$ cat src/rtl/mux_arb.sv
// mux_arb: N-channel registered multiplexer with per-channel valid/ready,
// fixed-select or round-robin arbitration, and a single output register.
module mux_arb #(
  parameter int WIDTH    = 4,
  parameter int CHANNELS = 4,
  parameter int SELW     = $clog2(CHANNELS)
) (
  input  logic                      i_clk,
  input  logic                      i_rst_n,
  input  logic [CHANNELS*WIDTH-1:0] i_data,
  input  logic [CHANNELS-1:0]       i_valid,
  output logic [CHANNELS-1:0]       o_ready,
  input  logic                      i_mode,
  input  logic [SELW-1:0]           i_sel,
  output logic [WIDTH-1:0]          o_data,
  output logic [SELW-1:0]           o_chan,
  output logic                      o_valid,
  input  logic                      i_ready
);

  localparam logic [SELW:0]   CH_NUM  = (SELW+1)'(CHANNELS);
  localparam logic [SELW-1:0] CH_LAST = SELW'(CHANNELS-1);

  logic [WIDTH-1:0]    data_q, data_d;
  logic [SELW-1:0]     chan_q, chan_d;
  logic                valid_q, valid_d;
  logic [SELW-1:0]     ptr_q, ptr_d;

  logic                load;
  logic [CHANNELS-1:0] fix_oh;
  logic [CHANNELS-1:0] rr_oh;
  logic [CHANNELS-1:0] grant_oh;
  logic                grant_any;
  logic [SELW-1:0]     grant_idx;
  logic [SELW:0]       rr_idx;
  logic                rr_found;

  assign load = !valid_q || i_ready;

  // A select value beyond the last channel matches no k and grants nothing.
  always_comb begin
    fix_oh = '0;
    for (int k = 0; k < CHANNELS; k++) begin
      if (i_sel == SELW'(k)) begin
        fix_oh[k] = i_valid[k];
      end
    end
  end

  // Scan ptr, ptr+1, ... with explicit wrap so CHANNELS need not be 2^n.
  always_comb begin
    rr_oh    = '0;
    rr_found = 1'b0;
    rr_idx   = '0;
    for (int i = 0; i < CHANNELS; i++) begin
      rr_idx = {1'b0, ptr_q} + (SELW+1)'(i);
      if (rr_idx >= CH_NUM) begin
        rr_idx = rr_idx - CH_NUM;
      end
      if (!rr_found && i_valid[rr_idx[SELW-1:0]]) begin
        rr_oh[rr_idx[SELW-1:0]] = 1'b1;
        rr_found                = 1'b1;
      end
    end
  end

  always_comb begin
    grant_oh = '0;
    if (load && i_rst_n) begin
      grant_oh = i_mode ? rr_oh : fix_oh;
    end
  end

  always_comb begin
    grant_any = |grant_oh;
    grant_idx = '0;
    for (int k = 0; k < CHANNELS; k++) begin
      if (grant_oh[k]) begin
        grant_idx = SELW'(k);
      end
    end
  end

  always_comb begin
    data_d  = data_q;
    chan_d  = chan_q;
    valid_d = valid_q;
    ptr_d   = ptr_q;
    if (load) begin
      if (grant_any) begin
        for (int k = 0; k < CHANNELS; k++) begin
          if (grant_oh[k]) begin
            data_d = i_data[k*WIDTH +: WIDTH];
          end
        end
        chan_d  = grant_idx;
        valid_d = 1'b1;
        ptr_d   = (grant_idx == CH_LAST) ? '0 : grant_idx + SELW'(1);
      end else begin
        valid_d = 1'b0;
      end
    end
  end

  always_ff @(posedge i_clk) begin
    if (!i_rst_n) begin
      data_q  <= '0;
      chan_q  <= '0;
      valid_q <= 1'b0;
      ptr_q   <= '0;
    end else begin
      data_q  <= data_d;
      chan_q  <= chan_d;
      valid_q <= valid_d;
      ptr_q   <= ptr_d;
    end
  end

  assign o_ready = grant_oh;
  assign o_data  = data_q;
  assign o_chan  = chan_q;
  assign o_valid = valid_q;

endmodule
$ cat config.mk
export PLATFORM = sky130hd
export DESIGN_NAME = mux_arb
export DESIGN_NICKNAME = d
export VERILOG_FILES = /design/src/rtl/mux_arb.sv
export SDC_FILE = /design/constraint.sdc
export NUM_CORES = 1
export LEC_CHECK = 0
export ABC_AREA = 1
export CORE_MARGIN = 5
export CORE_UTILIZATION = 40
export DETAILED_ROUTE_END_ITERATION = 12
export PLACE_DENSITY_LB_ADDON = 0.2
export SYNTH_ARGS = -nofsm -noshare
export SYNTH_HDL_FRONTEND = slang
export SYNTH_SLANG_ARGS = --single-unit
$ cat constraint.sdc
create_clock -name i_clk -period 5.35 [get_ports i_clk]
set_clock_uncertainty 0.15 [all_clocks]
set_input_delay 1.605 -clock i_clk [delete_from_list [all_inputs] [get_ports i_clk]]
set_output_delay 1.605 -clock i_clk [all_outputs]
set_load 0.02 [all_outputs]
==> results.py, run 1 <==
metrics = {
    "worst_setup_path": {
        "worstSetupStartpointType": "primary input",
        "worstSetupPathType": "in -> out",
        "critical_path_arrival_ns": 3.21,
        "crit_fanout": 4,
        "crit_path_end_kind": "output port",
        "crit_required_ns": 3.60,
    },
    "floorplanning": {
        "die_y_um": 61.9,
        "start_util_pct": 42.8,
        "die_w_um": 61.9,
        "placementRows": 18,
        "design.portCount": 37,
        "die_area_um2": 3830,
        "core-area_um2": 2520,
    },
    "clocking": {
        "cts_sinks": 9,
        "clk_pin_slew_ns": 0.06,
        "post-cts-setup-buffers": 0,
        "clock_latency_ns": 0.26,
        "cts-hold-fix-buffers": 0,
        "ctsLongestPathBuffers": 2,
        "cts.htree.levels": 1,
        "cts_tree": "done",
        "numCtsBuffers": 3,
        "cts_root_buffer": "clkbuf_4",
    },
    "placed_design": {
        "place.gp.congestion": 0.942,
        "dp_hpwl_mm": 2.45,
        "port-buffer-count": 36,
    },
    "synthesis": {
        "synth_top_cells_by_count": "nand2_1 (52), nand3_1 (32), inv_1 (22)",
        "ys.flop_type": "dfxtp_1",
        "synth_top_area_share_pct": 18.1,
        "ys_async_sr_fraction_pct": 0,
        "syn-cell-area_um2": 1080,
        "yosysUniqueCellTypes": 20,
        "yosys_register_bits": 9,
        "syn_inst": 176,
        "synthTopCellsByArea": "nand2_1 (18%), dfxtp_1 (17%), nand3_1 (15%)",
        "synth_area_per_cell_um2": 6.13,
        "synth.most_common_cell": "nand2_1",
        "synth_area_leader_cell": "nand2_1",
        "yosysSeqAreaShare_pct": 16.7,
        "yosysWarnings": 0,
        "synth_edf_count": 0,
        "syn-num-nets": 209,
    },
    "route": {
        "viasPerCell": 4.89,
        "wl_mm": 2.96,
        "firstDrtPassIters": 4,
        "vias": 1212,
        "first_iter_violations": 81,
        "ant_nets": 0,
        "drc": 0,
        "detail_route.wl_per_cell_um": 11.9,
    },
    "finish": {
        "antennaDiodeCount": 0,
        "nets": 252,
        "final_layout_size_suffix_gt1_share_pct": 14.2,
        "area.growth.synth_to_final_pct": 40.6,
    },
    "sta": {
        "fmax_mhz": 201,
        "worstMarginPinSlew_ns": 0.457,
        "fin_crit_ns": 4.97,
        "report.final.slew_viol_count": 0,
        "rsz0062_at_grt": "false",
        "setup_tns_ns": 0,
        "min_period_over_period_pct": 92.8,
        "relSlewSlack_pct": 69.5,
        "finalHoldViolCount": 0,
        "setup_violations": 0,
    },
    "global_route": {
        "antenna_found_initial": 0,
        "grt_pass1_wl_mm": 4.91,
        "track_usage_pct": 16.8,
        "grt_overflow": 0,
        "grt_max_degree": 14,
        "grt_pass1_vias": 1187,
    },
    "pwr": {
        "fin_total_pwr_w": 0.000373,
        "power_leakage_nw": 0.809,
        "irDropWorstVdd_v": 0.000231,
        "powerDensity_nw_per_um2": 246,
    },
    "flow_run": {
        "drv_cap": 0,
    },
    "worst_hold_path": {
        "hold_class": "reg -> reg",
    },
    "status": {
        "status": "complete, no violations",
    },
}
## kinds of logic (layout without fill, tap and decap cells)
kind of cell / count (synthesis) / after routing / share of synthesized area, %
AOI/OAI and AO/OA: 17 / 17 / 8.58
buffers and inverters: 29 / 71 / 12.8
DFF: 9 / 9 / 16.7
adders and majority gates: 7 / 7 / 8.12
and+or+nand+nor: 114 / 114 / 53.8
## path summary, 6_finish.rpt
check / slack [ns] / end / cells after the start / from
setup reg to reg: 2.52 / o_data[3]$_SDFFE_PN0P_ / 16 / ptr_q[1]$_SDFFE_PN0P_
hold / removal: 0.32 / o_data[2]$_SDFFE_PN0P_ / 2 / o_data[2]$_SDFFE_PN0P_
hold reg to reg: 0.32 / o_data[2]$_SDFFE_PN0P_ / 2 / o_data[2]$_SDFFE_PN0P_
setup / recovery: 0.38 / o_ready[0] / 11 / i_valid[3]
## layout by cell type (no fill, tap or decap), types with 3 or more instances in the layout
cell type | netlist | final
dfxtp_1 | 9 | 9
inv_1 | 22 | 22
o21ai_0 | 3 | 3
clkbuf_4 | 0 | 3
nand2_1 | 52 | 52
buf_4 | 1 | 6
ha_1 | 7 | 7
a21oi_1 | 11 | 11
nand2_4 | 6 | 6
clkdlybuf4s50_1 | 0 | 32
nor2_2 | 3 | 3
dlymetal6s2s_1 | 0 | 4
nand3_1 | 32 | 32
nor2_1 | 13 | 13
## layout make-up
cell class | count | area, um^2
Sequential cell | 9 | 180
Inverter | 25 | 96.3
Tap cell | 30 | 37.5
Clock buffer | 4 | 26.3
Fill cell | 243 | 1010
Timing Repair Buffer | 42 | 415
Multi-Input combinational cell | 138 | 761
## what timing repair did
item,CTS,global route
endpoints found under the hold margin,0,0
endpoints found under the setup margin,0,4
resized for setup,0,4
## flip-flops by register name, indices dropped and copies added (netlist names)
register and count:
ptr_q 2, o_valid 1, o_chan 2, o_data 4
## metrics by stage
step	std cells	hold slack, ns	utilization (%)	setup WS (ns)	area [um^2]
6_report	248	0.318	60.1	0.383	1520
5_1_grt	248	0.344	60.1	0.244	1520
4_1_cts	248	0.316	59.7	0.00968	1510
3_5_place_dp	244	0.306	58.7	0.0143	1480
3_3_place_gp	244	0.300	58.7	0.0337	1480
2_1_floorplan	176	0.386	-	0.982	1080
## critical path: stages
cell,delay (ns)
clkdlybuf4s50_1,0.47
nand2_1,0.16
nand3_4,0.12
nand2_4,0.13
nand2_4,0.06
nor2_4,0.13
nand2_1,0.06
nand3_1,0.11
nand2_1,0.09
inv_1,0.06
dlymetal6s2s_1,0.23
## layer usage
| layer | GRT usage [%] | share of wire [%] | vias up |
|---|---|---|---|
| li1 | - | - | 647 |
| met1 | 22.8 | 48 | 519 |
| met2 | 28.0 | 46 | 42 |
| met3 | 2.27 | 5.2 | 4 |
| met4 | 4.55 | 0.58 | 0 |
| met5 | 0 | 0 | - |
## report_power, final
part | leakage (nW) | switching, W | internal, W | total (W)
sequential | 0.0743 | 0.0000126 | 0.0000780 | 0.0000906
clock | 0.0150 | 0.0000245 | 0.0000288 | 0.0000533
combinational | 0.720 | 0.000135 | 0.0000940 | 0.000229
total | 0.809 | 0.000172 | 0.000201 | 0.000373
Note: power is estimated with default switching activity, not from simulation.
==> run 2, diff against run 1 <==
- CTS_CLUSTER_DIAMETER: unset -> 30
- CTS_CLUSTER_SIZE: unset -> 16
==> results of run 2 <==
Final layout, timing and power as in run 1 (identical DEF).
==> run 3, diff against run 2 <==
- CORE_UTILIZATION: 40 -> 30
- GPL_ROUTABILITY_DRIVEN: unset -> 0
==> run 3 against run 2 <==
Critical path depth unchanged. Highest routed layer unchanged. Clock-buffer cell count unchanged. Maximum frequency up 0.12%. Largest power group unchanged. Sequential share of layout area down 0.21 points. Final cell count up 6.9%. Non-clock buffer count up 1. Combinational power down 2%. Worst setup slack better by 0.0058 ns. Worst hold slack worse by 0.00053 ns.
==> results.py, run 3 (synthesis results as in run 1) <==
metrics = {
    "sta": {
        "min_period_over_period_pct": 92.7,
        "fmax_mhz": 202,
        "setup_violations": 0,
        "worstMarginPinSlew_ns": 0.461,
        "setup_tns_ns": 0,
        "finalHoldViolCount": 0,
        "fin_crit_ns": 4.96,
        "relSlewSlack_pct": 69.2,
        "rsz0062_at_grt": "false",
        "whs_ns": 0.317,
        "report.final.slew_viol_count": 0,
    },
    "finish": {
        "final_cell_count_no_fill": 265,
        "ff_latch_area_um2": 180,
        "area.growth.synth_to_final_pct": 43.2,
        "final_util_pct": 45.2,
        "antennaDiodeCount": 0,
        "final_common_cell": "nand2_1",
        "final_cell_mix": "nand2_1 (52), nand3_1 (32), clkdlybuf4s50_1 (32)",
        "fillers": 356,
        "nets": 253,
        "multi_input_area_um2": 761,
        "stdcell_area_um2": 1540,
        "largest_register_ffs": 4,
        "final_layout_size_suffix_gt1_share_pct": 14.6,
    },
    "worst_hold_path": {
        "worstHoldEndpoint": "o_data[2]$_SDFFE_PN0P_",
        "hold_start": "o_data[2]$_SDFFE_PN0P_",
        "hold_class": "reg -> reg",
        "hold_path_depth": 2,
    },
    "worst_setup_path": {
        "crit_chain": "clkdlybuf4s50_1, nand2_1, nand3_4, nand2_4, nand2_4, nor2_4, nand2_1, nand3_1, nand2_1, inv_2, dlymetal6s2s_1",
        "r2r_slack_ns": 2.54,
        "slowest_delay_ns": 0.47,
        "r2r-end": "o_data[1]$_SDFFE_PN0P_",
        "worstSetupStartpointType": "primary input",
        "crit_path_end_kind": "output port",
        "worstSetupPathType": "in -> out",
        "slowest_stage": "clkdlybuf4s50_1",
        "crit_fanout": 4,
        "reg2reg_from": "ptr_q[0]$_SDFFE_PN0P_",
        "reg2regPathDepth": 16,
        "cp_common_cell": "nand2_1",
        "critical_path_arrival_ns": 3.21,
        "crit_required_ns": 3.60,
    },
    "clocking": {
        "clock_latency_ns": 0.26,
        "post-cts-setup-buffers": 0,
        "cts_root_buffer": "clkbuf_4",
        "ctsLongestPathBuffers": 2,
        "clk_pin_slew_ns": 0.06,
        "cts_tree": "done",
        "numCtsBuffers": 3,
        "cts_sinks": 9,
        "cts-hold-fix-buffers": 0,
        "cts.htree.levels": 1,
    },
    "pwr": {
        "power_leakage_nw": 0.814,
        "powerDensity_nw_per_um2": 238,
        "irDropWorstVdd_v": 0.000144,
    },
    "route": {
        "vias": 1175,
        "firstDrtPassIters": 4,
        "viasPerCell": 4.43,
        "detail_route.wl_per_cell_um": 10.6,
        "wl_mm": 2.81,
        "drc": 0,
        "first_iter_violations": 82,
        "ant_nets": 0,
    },
    "floorplanning": {
        "start_util_pct": 31.6,
        "placementRows": 21,
        "die_area_um2": 4890,
        "design.portCount": 37,
        "core-area_um2": 3420,
        "die_w_um": 70.0,
        "die_y_um": 70.0,
    },
    "global_route": {
        "grt_overflow": 0,
        "grt_pass1_wl_mm": 4.80,
        "antenna_found_initial": 0,
        "grt_max_degree": 14,
        "grt_pass1_vias": 1140,
        "track_usage_pct": 11.5,
    },
    "placed_design": {
        "port-buffer-count": 36,
        "dp_cells": 261,
        "placed_area_um2": 1510,
        "dp_hpwl_mm": 2.40,
    },
    "status": {
        "status": "complete, no violations",
    },
    "flow_run": {
        "drv_cap": 0,
    },
}
## run 3: cell count changes in the layout (fill, tap and decap cells not counted)
cell   delta
buf_4     +1
## run 3: worst max-delay path by stage
stage / slack, ns / from / endpoint
after floorplan: 0.98 / i_valid[3] / o_ready[2]
after global placement: -0.004 / i_valid[3] / o_ready[3]
after detailed placement: 0.01 / i_valid[2] / o_ready[3]
after CTS: 0.01 / i_valid[3] / o_ready[3]
after global routing: 0.22 / i_valid[0] / o_ready[3]
final: 0.39 / i_valid[3] / o_ready[3]
## run 3: repair_timing
item	4_1_cts	5_1_grt
setup endpoints to repair	0	4
gates resized for setup	0	4
endpoints found under the hold margin	0	0
## run 3: where the power goes
group | internal, W | switching, W | total, W
Combinational | 0.0000942 | 0.000131 | 0.000225
Sequential | 0.0000780 | 0.0000122 | 0.0000902
Clock | 0.0000287 | 0.0000234 | 0.0000521
## run 3: per-stage QoR
step	total power (W)	setup slack [ns]
global route	0.000401	0.222
finish	0.000368	0.389
CTS	0.000373	0.0129
detailed placement	0.000318	0.0139
global placement	0.000320	-0.00432
floorplan	0.000251	0.982
## run 3: cell type report
| class | instances | area share [%] |
|---|---|---|
| clock buffers | 4 | 1.70 |
| inverters | 25 | 6.24 |
| multi-input cells | 138 | 49.3 |
| flip-flops and latches | 9 | 11.7 |
| well taps | 46 | 3.73 |
| repair buffers | 43 | 27.4 |
## run 3: critical path, delay by kind of cell
kind	cells	cell delay, ns
and+or+nand+nor	8	0.82
buffers and inverters	3	0.77
## run 3: per-layer routing
layer  routed length, um  vias up  GRT usage, %
met5                   0        -             0
met4                  29        0          3.83
met3                  84        4          1.58
met2                1380       22          19.7
met1                1310      508          14.6
li1                    -      641             -
